**src/rtl/plab4_net_router_output_sched_if.sv**
```systemverilog
// ----------------------------------------------------------------------------
// plab4_net_router_output_sched_if
// Handshake bundle between the three router inputs and one output-port
// scheduler.
//   reqs     : per-input head-flit valid
//   req_sd   : per-input security-domain tag of the head flit
//   req_tail : per-input "head flit is the packet tail"
//   out_rdy  : downstream can accept a flit this cycle
//   grants   : one-hot grant (or zero) back to the inputs
//   out_val  : a flit is driven onto the output this cycle
//   xbar_sel : crossbar column select (0,1,2)
//   cur_sd   : security domain owning the current slot
// The scheduler uses the slave modport; the input side uses master.
// ----------------------------------------------------------------------------
interface plab4_net_router_output_sched_if;
    logic [2:0] reqs;
    logic [2:0] req_sd;
    logic [2:0] req_tail;
    logic       out_rdy;
    logic [2:0] grants;
    logic       out_val;
    logic [1:0] xbar_sel;
    logic       cur_sd;

    modport master (
        output reqs, req_sd, req_tail, out_rdy,
        input  grants, out_val, xbar_sel, cur_sd
    );

    modport slave (
        input  reqs, req_sd, req_tail, out_rdy,
        output grants, out_val, xbar_sel, cur_sd
    );
endinterface

```
**src/rtl/plab4_net_router_output_sched.sv**
```systemverilog
// ----------------------------------------------------------------------------
// plab4_net_router_output_sched
// Output-port scheduler for the secure mesh router. Time is split into fixed
// slots that alternate between security domain 0 and 1; each slot begins with
// p_dead_cycles grant-free cycles. Within the active part of a slot the three
// inputs of the owning domain are arbitrated round-robin, and wormhole locks
// keep multi-flit packets contiguous. Lock and priority state is kept per
// domain and only the owning domain's copy ever changes.
// Ports:
//   clk   : rising-edge clock
//   reset : asynchronous active-low reset
//   bus   : scheduler side of plab4_net_router_output_sched_if
// ----------------------------------------------------------------------------
module plab4_net_router_output_sched #(
    parameter int p_slot_len    = 16,
    parameter int p_dead_cycles = 2
) (
    input  logic                                 clk,
    input  logic                                 reset,
    plab4_net_router_output_sched_if.slave       bus
);

    localparam int CW = (p_slot_len > 1) ? $clog2(p_slot_len) : 1;
    localparam logic [CW-1:0] CNT_LAST = CW'(p_slot_len - 1);
    localparam logic [CW-1:0] CNT_DEAD = CW'(p_dead_cycles);

    // Round-robin pick: first set bit of elig searching upward from start, mod 3.
    function automatic logic [2:0] rr_pick(input logic [2:0] elig, input logic [1:0] start);
        logic [2:0] pick;
        logic [2:0] idx;
        logic       found;
        pick  = 3'b000;
        found = 1'b0;
        for (int k = 0; k < 3; k++) begin
            idx = {1'b0, start} + 3'(k);
            if (idx >= 3'd3) begin
                idx = idx - 3'd3;
            end else begin
                idx = idx;
            end
            if (!found && elig[idx[1:0]]) begin
                pick[idx[1:0]] = 1'b1;
                found          = 1'b1;
            end else begin
                found = found;
            end
        end
        return pick;
    endfunction

    logic [CW-1:0]   cnt_q,      cnt_d;
    logic            cur_sd_q,   cur_sd_d;
    logic [1:0]      lock_vld_q, lock_vld_d;
    logic [1:0][1:0] lock_id_q,  lock_id_d;
    logic [1:0][1:0] prio_q,     prio_d;

    logic            dead_s;
    logic [2:0]      elig_s;
    logic [2:0]      grants_s;
    logic [1:0]      sel_s;
    logic            tail_s;
    logic            xfer_s;

    // Eligibility, arbitration and crossbar select (zero-latency outputs).
    always_comb begin
        dead_s = (cnt_q < CNT_DEAD);
        elig_s = 3'b000;
        for (int i = 0; i < 3; i++) begin
            // A held lock masks every input except the lock owner.
            elig_s[i] = reqs_ok(i) & (~lock_vld_q[cur_sd_q] | (lock_id_q[cur_sd_q] == 2'(i)));
        end
        // Gating on reset makes grants drop the instant reset asserts.
        if (dead_s || !reset) begin
            grants_s = 3'b000;
        end else begin
            grants_s = rr_pick(elig_s, prio_q[cur_sd_q]);
        end
        case (grants_s)
            3'b001:  begin sel_s = 2'd0; tail_s = bus.req_tail[0]; end
            3'b010:  begin sel_s = 2'd1; tail_s = bus.req_tail[1]; end
            3'b100:  begin sel_s = 2'd2; tail_s = bus.req_tail[2]; end
            default: begin sel_s = 2'd2; tail_s = 1'b0;            end
        endcase
        xfer_s = (|grants_s) & bus.out_rdy;
    end

    function automatic logic reqs_ok(input int i);
        return bus.reqs[i] & bus.out_rdy & (bus.req_sd[i] == cur_sd_q);
    endfunction

    assign bus.grants   = grants_s;
    assign bus.out_val  = |grants_s;
    assign bus.xbar_sel = sel_s;
    assign bus.cur_sd   = cur_sd_q;

    // Next-state: free-running slot timer plus owning domain's lock/priority.
    always_comb begin
        cnt_d      = cnt_q;
        cur_sd_d   = cur_sd_q;
        lock_vld_d = lock_vld_q;
        lock_id_d  = lock_id_q;
        prio_d     = prio_q;

        // Timer depends on nothing but itself so slot timing leaks no traffic.
        if (cnt_q == CNT_LAST) begin
            cnt_d    = {CW{1'b0}};
            cur_sd_d = ~cur_sd_q;
        end else begin
            cnt_d    = cnt_q + CW'(1);
            cur_sd_d = cur_sd_q;
        end

        if (xfer_s) begin
            if (tail_s) begin
                lock_vld_d[cur_sd_q] = 1'b0;
                prio_d[cur_sd_q]     = (sel_s == 2'd2) ? 2'd0 : (sel_s + 2'd1);
            end else begin
                lock_vld_d[cur_sd_q] = 1'b1;
                lock_id_d[cur_sd_q]  = sel_s;
            end
        end else begin
            lock_vld_d = lock_vld_q;
        end
    end

    // State registers with asynchronous active-low reset.
    always_ff @(posedge clk or negedge reset) begin
        if (!reset) begin
            cnt_q      <= {CW{1'b0}};
            cur_sd_q   <= 1'b0;
            lock_vld_q <= 2'b00;
            lock_id_q  <= {2'd0, 2'd0};
            prio_q     <= {2'd0, 2'd0};
        end else begin
            cnt_q      <= cnt_d;
            cur_sd_q   <= cur_sd_d;
            lock_vld_q <= lock_vld_d;
            lock_id_q  <= lock_id_d;
            prio_q     <= prio_d;
        end
    end

endmodule

```
**src/flat_wrapper.sv**
```systemverilog
// flat-port wrapper written by rule: the top's interface ports become plain ports
module plab4_net_router_output_sched_flat 
#(
    parameter int p_slot_len    = 16,
    parameter int p_dead_cycles = 2
)
  (clk, reset, bus_reqs, bus_req_sd, bus_req_tail, bus_out_rdy, bus_grants, bus_out_val, bus_xbar_sel, bus_cur_sd);
  plab4_net_router_output_sched_if bus_i ();
  input  logic clk;
  input  logic reset;
  input wire logic [$bits(bus_i.reqs)-1:0] bus_reqs;
  input wire logic [$bits(bus_i.req_sd)-1:0] bus_req_sd;
  input wire logic [$bits(bus_i.req_tail)-1:0] bus_req_tail;
  input wire logic [$bits(bus_i.out_rdy)-1:0] bus_out_rdy;
  output wire logic [$bits(bus_i.grants)-1:0] bus_grants;
  output wire logic [$bits(bus_i.out_val)-1:0] bus_out_val;
  output wire logic [$bits(bus_i.xbar_sel)-1:0] bus_xbar_sel;
  output wire logic [$bits(bus_i.cur_sd)-1:0] bus_cur_sd;
  assign bus_i.reqs = bus_reqs;
  assign bus_i.req_sd = bus_req_sd;
  assign bus_i.req_tail = bus_req_tail;
  assign bus_i.out_rdy = bus_out_rdy;
  assign bus_grants = bus_i.grants;
  assign bus_out_val = bus_i.out_val;
  assign bus_xbar_sel = bus_i.xbar_sel;
  assign bus_cur_sd = bus_i.cur_sd;
  plab4_net_router_output_sched #(.p_slot_len(p_slot_len), .p_dead_cycles(p_dead_cycles)) u_core (.clk(clk), .reset(reset), .bus(bus_i));
endmodule
```
**config.mk**
```make
export PLATFORM = sky130hd
export DESIGN_NAME = plab4_net_router_output_sched_flat
export DESIGN_NICKNAME = d
export VERILOG_FILES = /design/src/rtl/plab4_net_router_output_sched_if.sv /design/src/rtl/plab4_net_router_output_sched.sv /design/src/flat_wrapper.sv
export SDC_FILE = /design/constraint.sdc
export NUM_CORES = 1
export LEC_CHECK = 0
export CAP_MARGIN = 10
export CORE_MARGIN = 5
export CORE_UTILIZATION = 36
export DETAILED_ROUTE_END_ITERATION = 6
export GPL_TIMING_DRIVEN = 1
export SLEW_MARGIN = 10
export SYNTH_ARGS = -nofsm -noshare
export SYNTH_HDL_FRONTEND = slang
export SYNTH_SLANG_ARGS = --single-unit
```
**constraint.sdc**
```tcl
create_clock -name clk -period 3.1 [get_ports clk]
set_clock_uncertainty 0.1 [all_clocks]
set_input_delay 0.62 -clock clk [delete_from_list [all_inputs] [get_ports clk]]
set_output_delay 0.62 -clock clk [all_outputs]
set_load 0.1 [all_outputs]
```
Yosys cells after proc, flatten, opt, wreduce, memory -nomap -nowiden
Index checks and enable logic that the tools add are counted.

cells by class
  reductions and logical operators = 14
  mux-type cells = 45
  bitwise operators = 21
  order comparisons = 12
  equality and inequality tests = 10
  add/sub/neg operators = 7

operators by type and width
  kind                                                                                  count
  2-bit two-way mux                                                                     13
  3-bit two-way mux                                                                     6
  1-bit two-way mux                                                                     13
  1-bit bitwise AND                                                                     10
  2-bit by 3-bit less-than comparator with 1-bit output (second input constant)         3
  4-bit bitwise mux                                                                     2
  1-bit binary-select mux with 2-bit select                                             3
  1-bit demux with 2-bit select                                                         3
  2-bit by 1-bit greater-or-equal comparator with 1-bit output (second input constant)  3
  3-bit by 2-bit greater-or-equal comparator with 1-bit output (second input constant)  2
  1-bit logical AND                                                                     6
  3-bit bitwise OR                                                                      2
  2-bit subtractor (second input constant)                                              3
  4-bit by 1-bit adder with 4-bit output (second input constant)                        1
  2-bit equality test (second input constant)                                           2
  4-bit equality test (second input constant)                                           1
  4-bit by 2-bit less-than comparator with 1-bit output (second input constant)         1
  4-bit two-way mux                                                                     1
  2-bit case mux with 2 select lines                                                    1
  2-bit AND reduction                                                                   2
  2-bit by 1-bit adder with 3-bit output (second input constant)                        1
  2-bit by 2-bit adder with 3-bit output (second input constant)                        1
  1-bit equality test                                                                   3
  3-bit by 1-bit equality test with 1-bit output (second input constant)                1
  19 further kinds                                                                      25

word-level totals
  word-level logic and storage cells = 116
  bits of input ports = 12
  flip-flop bits (word level) = 15
  output and inout bits = 7

Depth between registers and ports, before layout
Gate-level depths: netlist of run 1.

  depth in word-level cells = 22
  mapped depth = 15

Least setup slack after synthesis of run 1
Ideal clock, no wire load.

  kind = flip-flop to output port
  from = register u_core.cur_sd_q (netlist: u_core.bus.cur_sd)
  to = output bus_out_val
  stages on the path, launching flop included = 14
  path slack = -2186 ps
  required time = 2380 ps
  data arrival time = 4566 ps
  path buffers = 3
  cells stage by stage = dfrtp_1 buf_6 buf_2 mux2i_1 inv_1 ha_1 inv_1 nor2_1 nand3_1 a2bb2oi_1 o21a_1 and3b_1 clkbuf_1 a31oi_1

between the ends
  word-level cells in the longest chain between the ends = 18
  elaborated cells on any way between the ends = 74
  classes of those cells = add/sub: 5; order compare: 9; eq/ne: 5; mux: 34; bitwise: 12; reduce/logical: 9

ends and longest elaborated chain
  element                                                                                          line                                  RTL
  from (decl)                                                                                      plab4_net_router_output_sched.sv:52   logic cur_sd_q, cur_sd_d;
  from (signal assigned)                                                                           plab4_net_router_output_sched.sv:136  cur_sd_q <= cur_sd_d;
  parallel branches: the longest is 15 deep, another holds 2-bit by 1-bit adder with 3-bit output  --
  3-bit two-way mux (*)                                                                            plab4_net_router_output_sched.sv:41   if (!found && elig[idx[1:0]]) begin
  3-bit two-way mux (*)                                                                            plab4_net_router_output_sched.sv:73   if (dead_s || !reset) begin
  3-bit OR reduction (*)                                                                           plab4_net_router_output_sched.sv:92   assign bus.out_val = |grants_s;
  to (decl)                                                                                        flat_wrapper.sv:16                    output wire logic [$bits(bus_i.out_val)-1:0] bus_out_val;

Every way passes the cells marked *. The select of a mux whose other input is x is not followed.

Worst setup path after layout of run 1
  from = register u_core.cur_sd_q (netlist: u_core.bus.cur_sd)
  to = output bus_xbar_sel[0]

between the ends
  word-level cells in the longest chain between the ends = 19
  elaborated cells on any way between the ends = 76
  classes of those cells = add/sub: 5; order compare: 9; eq/ne: 7; mux: 35; bitwise: 12; reduce/logical: 8

ends and longest elaborated chain
  element                                                                                                                  line                                 RTL
  parallel branches: the longest is 15 deep, another holds 2-bit by 1-bit adder with 3-bit output                          --
  3-bit two-way mux (*)                                                                                                    plab4_net_router_output_sched.sv:41
  3-bit two-way mux (*)                                                                                                    plab4_net_router_output_sched.sv:73
  3-bit by 2-bit equality test with 1-bit output / 3-bit by 1-bit equality test with 1-bit output (equally long branches)  plab4_net_router_output_sched.sv:78  case (grants_s)
  2-bit case mux with 2 select lines (*)                                                                                   plab4_net_router_output_sched.sv:78
  to (decl)                                                                                                                flat_wrapper.sv:17                   output wire logic [$bits(bus_i.xbar_sel)-1:0] bus_xbar_sel;

Marks and branches as above.

==> out/metrics.yaml, run 1 <==
start_kind: "register"
reg2reg_from: "u_core.bus.cur_sd"
crit_path_end_kind: "output port"
intPower_uw: 649.7
status: "complete, but fails checks"
max_freq_ghz: 0.2687
core_mm2: 0.003390
synth_ff_type: "dfrtp_1"
p_leak_nw: 0.9609
netSwitchingFraction_pct: 38.87
p_comb_share_pct: 63.3
fin_ws_ns: -0.6215
yosysUniqueCellTypes: 50
power_frac_clock_pct: 10.8
vdd_ir_drop_max_mv: 0.3078
worstPathRequired_ns: 2.38
grt_max_degree: 11
dieArea_mm2: 0.004836
crit_chain: "buf_12 > buf_4 > xor2_1 > a2111o_1 > a2bb2oi_2 > and3_4 > o21a_1 > a221oi_4 > nor3b_4 > buf_12"
final_cell_area_mm2: 0.002276
total_power_mw: 1.063
drt_iter0_drc: 34
routedWlPerCell_um: 15.23
initial_core_util_pct: 37.65
yosys.cell_count.top_type: "dfrtp_1"
synth_edf_count: 0
totalWireLength_mm: 3.898
diodes: 0
finalSetupViolCount: 16
crit_cells: 10
cpLargestDelayFamily: "compound AO/OA/AOI/OAI gates"
use_met1_pct: 18.59
grt_overflow: 0
rows: 21
synthTopCellsByArea: "dfrtp_1 29%, ha_1 4.9%, mux2_2 3.5%"
use_met3_pct: 2.899
vias: 1377
holdBufCountCts: 0
drive_above_1_share_pct: 53.81
r2r-end: "u_core.lock_id_q[0]"
drt-pass1-iter-count: 4
synth-async-reset-ratio_pct: 100.0
endpoint: "bus_xbar_sel[0]"
vias_per_cell: 5.379
slew_headroom_pct: 19.28
antenna_found_initial: 0
crit_type: "register to output port"
timing.hold.ws_ns: 0.4032
die_x_um: 69.54
grt_busiest_layer: "met2"
reg2reg_depth: 16
synth_cells: 139
path_clk_slew_ns: 0.09
ys_top_cells_by_count: "15 x dfrtp_1, 10 x nand2_1, 10 x nor2_1"
period_needed_ns: 3.722
cts_buffers: 3
clockRootBuffer: "clkbuf_4"
numPortBuffers: 18
crit_buf_inv: 3
drc: 0
fin_util_pct: 67.15
violations: "setup timing"
cts.sinks: 15
yosysWarnings: 0
rsz0062_at_grt: "true"
drv_cap: 0
syn_nets: 156
gp_congestion: 0.8107
ys_seq_area_share_pct: 29.41
avgSynthCellArea_um2: 9.181
grt_pass1_vias: 1388
grt_pass1_wl_mm: 6.265
power.density_mw_per_mm2: 467.0
post-place-cells: 241
grt_use_met2_pct: 28.28
finalNetCount: 228
grtUsageTotal_pct: 15.60
reg2reg_slack_ns: -0.39
finalMaxSlewViolations: 0
hold_viol: 0
p_sw_uw: 413.1
synth-seq-cells: 15
worstMarginPinSlew_ns: 1.201
ant_nets: 0
dp_hpwl_mm: 2.835
syn_area_mm2: 0.001276
cts-htree-levels: 1
seq_power_share_pct: 25.9
place_area_mm2: 0.001961
io_pins: 19
synthDominantCellAreaShare_pct: 29.41
critPathMaxStageDelay_ns: 0.50
clock_latency_ns: 0.29
synth_top_area_cell: "dfrtp_1"
hp-class: "register to register"
final_cells: 256
period_share_pct: 120.0
critPathLaunch: "u_core.bus.cur_sd"
crit_top_cell: "buf_12"
syn_to_final_growth_pct: 78.33
worstPathArrival_ns: 3.00
crit_path_top_delay_cell: "dfrtp_4"
cts_tree: "done"
die_h_um: 69.54
clock_path_buffers: 2
cp_max_fo: 6
[per-layer routing]
layer | up-vias | part of all wire (%)
met5 | - | 0
met4 | 0 | 2.5
met3 | 11 | 4.3
met2 | 43 | 51
met1 | 658 | 43
li1 | 665 | -
[cell usage in the layout, fill, tap and decap left out, types with 2 or more instances in the layout]
| cell type | instances |
|---|---|
| a21o_1 | 3 |
| a21oi_1 | 3 |
| a2bb2oi_2 | 2 |
| a31o_1 | 2 |
| a31oi_1 | 5 |
| and3_1 | 2 |
| buf_12 | 7 |
| buf_4 | 45 |
| buf_6 | 8 |
| clkbuf_4 | 3 |
| clkdlybuf4s50_1 | 8 |
| dfrtp_1 | 14 |
| dlygate4sd2_1 | 3 |
| ha_1 | 3 |
| ha_4 | 2 |
| inv_1 | 3 |
| inv_2 | 2 |
| mux2_1 | 2 |
| mux2_2 | 3 |
| mux2i_4 | 3 |
| nand2_1 | 9 |
| nand2b_1 | 4 |
| nand3_1 | 5 |
| nand4b_1 | 2 |
| nor2_1 | 4 |
| nor2_2 | 3 |
| nor2_4 | 3 |
| nor2b_1 | 3 |
| nor4_4 | 2 |
| o211ai_1 | 2 |
| o21a_1 | 2 |
| o21ai_0 | 3 |
| o21ai_2 | 3 |
| xor2_1 | 3 |
[power by group through the flow]
stage	Clock [mW]	Combinational [mW]	Sequential, mW
3_5_place_dp	0	0.502	0.280
5_1_grt	0.127	0.721	0.282
4_1_cts	0.117	0.624	0.275
2_1_floorplan	0	0.294	0.278
3_3_place_gp	0	0.490	0.277
6_report	0.115	0.673	0.275
[timing repair]
item / in CTS / in global routing
gates resized for setup: 34 / 10
pin swaps: 10 / 9
buffers inserted: 9 / 4
setup endpoints to repair: 15 / 16
[layout make-up]
cell class              instances  area, µm²
clock buffers                   3      22.52
clock inverters                 1      5.005
fillers                       263       1114
inverters                       6      25.02
multi-input cells             113       1107
flip-flops and latches         15      379.1
well taps                      46      57.56
repair buffers                 72      679.4
[per-stage QoR]
stage	setup WS (ns)	setup TNS, ns
after floorplan	-1.048	-10.74
after global placement	-0.6184	-7.167
after detailed placement	-0.7127	-8.022
after CTS	-0.5715	-4.581
after global routing	-0.7010	-6.809
final	-0.6215	-5.159
[worst reg2reg max path, cell delays in order, from the launching register on]
cell and delay, ns:
dfrtp_4 0.50, buf_12 0.15, buf_4 0.13, xor2_1 0.17
a2111o_1 0.34, buf_6 0.15, nor3_4 0.12, o2bb2ai_2 0.16
o21a_1 0.21, a221oi_4 0.07, buf_4 0.15, buf_4 0.13
buf_6 0.11, a21boi_4 0.14, buf_6 0.12, nor4_4 0.30
mux2_1 0.35
[worst min-delay path by stage]
stage                                from                          to  slack, ns  depth (start not counted)
after floorplan                     reset  asynchronous set/reset pin       0.22                          0
after global placement    u_core.cnt_q[0]             u_core.cnt_q[0]       0.37                          1
after detailed placement  u_core.cnt_q[0]             u_core.cnt_q[0]       0.39                          1
after CTS                 u_core.cnt_q[0]             u_core.cnt_q[0]       0.41                          1
after global routing      u_core.cnt_q[0]             u_core.cnt_q[0]       0.43                          1
final                     u_core.cnt_q[0]             u_core.cnt_q[0]       0.40                          1
[kinds of logic after synthesis]
logic type               Yosys count  synth area share (%)
XOR/XNOR                           6                 4.118
AND/OR/NAND/NOR                   52                 23.83
flip-flops                        15                 29.41
buffers and inverters             11                 3.921
adder cells (fa/ha/maj)            5                 4.902
multiplexers                       9                 7.647
AO/OA/AOI/OAI                     41                 26.18
Note: power is estimated with default switching activity, not from simulation.
==> run 2, diff against run 1 <==
--- a/config.mk
+++ b/config.mk
@@ -5,11 +5,13 @@
 export SDC_FILE = /design/constraint.sdc
 export NUM_CORES = 1
 export LEC_CHECK = 0
+export ABC_AREA = 1
 export CAP_MARGIN = 10
 export CORE_MARGIN = 5
 export CORE_UTILIZATION = 36
 export DETAILED_ROUTE_END_ITERATION = 6
 export GPL_TIMING_DRIVEN = 1
+export HOLD_SLACK_MARGIN = 0.06
 export SLEW_MARGIN = 10
 export SYNTH_ARGS = -nofsm -noshare
 export SYNTH_HDL_FRONTEND = slang
==> run 2 against run 1 <==
- the flow still finishes with violations (setup timing)
- design area fell by 5.6%
- critical path depth is 6 higher
- flip-flop and latch count unchanged
- non-clock buffer count fell by 19
- first-iteration DRC count rose by 76%
- combinational power down 28%
- wire length decreased by 9.1%
- setup slack improved by 0.44 ns
- via count is 2.0% lower
- critical endpoint is now bus_xbar_sel[1]
- highest routed layer unchanged
==> out/metrics.yaml, run 2 <==
synth_top_area_cell: "dfrtp_1"  # unchanged
period_share_pct: 105.8  # was 120.0%
final_cell_area_mm2: 0.002150  # was 0.002276 mm²
mostFrequentLayoutCells: "51 x nand2_1, 29 x buf_4, 17 x nand2_2"  # was 45 x buf_4, 14 x dfrtp_1, 9 x nand2_1
drive_above_1_share_pct: 49.79  # was 53.81%
yosys.cell_count.top_type: "nand2_1"  # was dfrtp_1
synthDominantCellAreaShare_pct: 28.36  # was 29.41%
synth-seq-cells: 15  # unchanged
yosysUniqueCellTypes: 24  # was 50
dp_hpwl_mm: 2.555  # was 2.835 mm
path_clk_slew_ns: 0.06  # was 0.09 ns
dieArea_mm2: 0.004990  # was 0.004836 mm²
synth-async-reset-ratio_pct: 100.0  # unchanged
crit_path_top_delay_cell: "dfrtp_4"  # unchanged
syn_nets: 202  # was 156
io_pins: 19  # unchanged
fin_util_pct: 59.61  # was 67.15%
rsz0062_at_grt: "true"  # unchanged
diodes: 0  # unchanged
vias_per_cell: 4.704  # was 5.379
clock_path_buffers: 2  # unchanged
antenna_found_initial: 0  # unchanged
crit_buf_inv: 4  # was 3
violations: "setup timing"  # unchanged
cp_max_fo: 5  # was 6
synth_ff_type: "dfrtp_1"  # unchanged
core_mm2: 0.003606  # was 0.003390 mm²
finalNetCount: 257  # was 228
cts-htree-levels: 1  # unchanged
cts.sinks: 15  # unchanged
finalMaxSlewViolations: 0  # unchanged
grt_pass1_vias: 1334  # was 1,388
die_h_um: 70.64  # was 69.54 µm
vdd_ir_drop_max_mv: 0.3530  # was 0.3078 mV
initial_core_util_pct: 36.71  # was 37.65%
vias: 1350  # was 1,377
ys_top_cells_by_count: "60 x nand2_1, 23 x nand3_1, 21 x inv_1"  # was 15 x dfrtp_1, 10 x nand2_1, 10 x nor2_1
synth_edf_count: 0  # unchanged
finalSetupViolCount: 6  # was 16
worstMarginPinSlew_ns: 0.2787  # was 1.201 ns
syn_to_final_growth_pct: 62.38  # was 78.33%
start_kind: "register"  # unchanged
crit_type: "register to output port"  # unchanged
place_area_mm2: 0.001799  # was 0.001961 mm²
routedWlPerCell_um: 12.35  # was 15.23 µm
p_leak_nw: 1.090  # was 0.9609 nW
slew_headroom_pct: 81.57  # was 19.28%
ys_seq_area_share_pct: 28.36  # was 29.41%
die_x_um: 70.64  # was 69.54 µm
synth_cells: 185  # was 139
yosysWarnings: 0  # unchanged
grt_max_degree: 16  # was 11
crit_top_cell: "nor2_4"  # was buf_12
grt_overflow: 0  # unchanged
drt_iter0_drc: 60  # was 34
rows: 22  # was 21
synthTopCellsByArea: "dfrtp_1 28%, nand2_1 17%, nand3_1 8.7%"  # was dfrtp_1 29%, ha_1 4.9%, mux2_2 3.5%
finalSetupTns_ns: -0.7944  # was -5.159 ns
post-place-cells: 264  # was 241
critPathMaxStageDelay_ns: 0.52  # was 0.50 ns
period_needed_ns: 3.281  # was 3.722 ns
syn_area_mm2: 0.001324  # was 0.001276 mm²
max_freq_ghz: 0.3048  # was 0.2687 GHz
power.density_mw_per_mm2: 437.1  # was 467.0 mW/mm²
grt_pass1_wl_mm: 6.023  # was 6.265 mm
worstPathRequired_ns: 2.38  # about the same
drt-pass1-iter-count: 4  # unchanged
cts_buffers: 3  # unchanged
fin_ws_ns: -0.1812  # was -0.6215 ns
gp_congestion: 0.8891  # was 0.8107
numPortBuffers: 18  # unchanged
avgSynthCellArea_um2: 7.156  # was 9.181 µm²
cts_tree: "done"  # unchanged
total_power_uw: 939.6  # was 1.063 mW
clock_latency_ns: 0.25  # was 0.29 ns
drc: 0  # unchanged
ant_nets: 0  # unchanged
hold_viol: 0  # unchanged
cpLargestDelayFamily: "simple AND/OR/NAND/NOR gates"  # was compound AO/OA/AOI/OAI gates
final_common_cell: "nand2_1"  # was buf_4
totalWireLength_mm: 3.544  # was 3.898 mm
crit_path_end_kind: "output port"  # unchanged
final_cells: 287  # was 256
hp-class: "register to register"  # unchanged
holdBufCountCts: 0  # unchanged
clockRootBuffer: "clkbuf_8"  # was clkbuf_4
status: "complete, but fails checks"  # unchanged
worstPathArrival_ns: 2.56  # was 3.00 ns
crit_chain: "buf_12 > o21ai_4 > inv_2 > ha_4 > inv_4 > nand3_4 > nand2_2 > nand2_1 > nand2_2 > nand3_2 > nand2_4 > nor2_4 > nor2_4 > nor2_4 > nor2_4 > buf_12"  # was buf_12 > buf_4 > xor2_1 > a2111o_1 > a2bb2oi_2 > and3_4 > o21a_1 > a221oi_4 > nor3b_4 > buf_12
grtUsageTotal_pct: 14.73  # was 15.60%
drv_cap: 0  # unchanged
[run 2: metal layers]
layer / routed length (µm) / track usage, % / vias up
met3: 185 / 2.841 / 7
met5: 0 / 0 / -
met1: 1406 / 16.85 / 611
met2: 1887 / 27.23 / 31
met4: 65 / 5.010 / 0
li1: - / - / 701
[run 2: worst paths after layout]
check	from	slack (ns)	to	cells after the start
setup / recovery	u_core.bus.cur_sd	-0.18	bus_xbar_sel[1]	16
hold / removal	u_core.prio_q[2]	0.39	u_core.prio_q[2]	2
setup reg to reg	u_core.bus.cur_sd	0.21	u_core.prio_q[3]	20
hold reg to reg	u_core.prio_q[2]	0.39	u_core.prio_q[2]	2
max in group asynchronous	reset	2.06	u_core.bus.cur_sd	2
min in group asynchronous	reset	0.64	u_core.cnt_q[0]	2
[run 2: cells by family (layout without fill, tap and decap cells)]
family / after synthesis / count (layout) / synth area share, %
buffers and inverters: 28 / 82 / 9.830
XOR/XNOR: 1 / 1 / 0.6617
flip-flops: 15 / 15 / 28.36
adder cells (fa/ha/maj): 5 / 5 / 4.726
AO/OA/AOI/OAI: 7 / 7 / 3.214
AND/OR/NAND/NOR: 129 / 129 / 53.21
[run 2: cell type report]
type | count | area (µm²)
tap | 48 | 60.06
clock inverter | 1 | 5.005
clock buffer | 3 | 41.29
inverter | 25 | 108.9
timing repair buffer | 53 | 533.0
fill | 334 | 1456
sequential | 15 | 379.1
multi-input combinational | 142 | 1022
[run 2: worst register-to-register path, stage by stage (launching register included)]
cell     delay (ns)
dfrtp_4        0.47
inv_4          0.04
or2_4          0.23
o21ai_4        0.09
inv_2          0.08
ha_4           0.27
buf_4          0.15
o21ai_4        0.13
nand2_4        0.08
nand3_2        0.08
inv_1          0.05
nor2_2         0.10
nand3_2        0.10
nor2_4         0.19
buf_4          0.13
buf_4          0.14
nand2_4        0.07
nand3_4        0.11
nand2_2        0.06
nand2_1        0.05
nand2_1        0.05
[run 2: where the power goes]
part | internal, mW | switching (mW)
Combinational | 0.204 | 0.283
Sequential | 0.246 | 0.0444
Clock | 0.0892 | 0.0727
[run 2: timing repair]
action,4_1_cts,5_1_grt
gates resized for setup,23,17
pin swaps,19,22
endpoints found under the setup margin,6,6
buffers inserted,15,4
[run 2: per-stage QoR]
step	hold WS, ns	setup slack, ns
after floorplan	0.2244	-1.159
after global placement	0.3580	-0.1903
after detailed placement	0.3763	-0.2228
after CTS	0.3918	-0.1827
after global routing	0.4115	-0.3499
final	0.3900	-0.1812
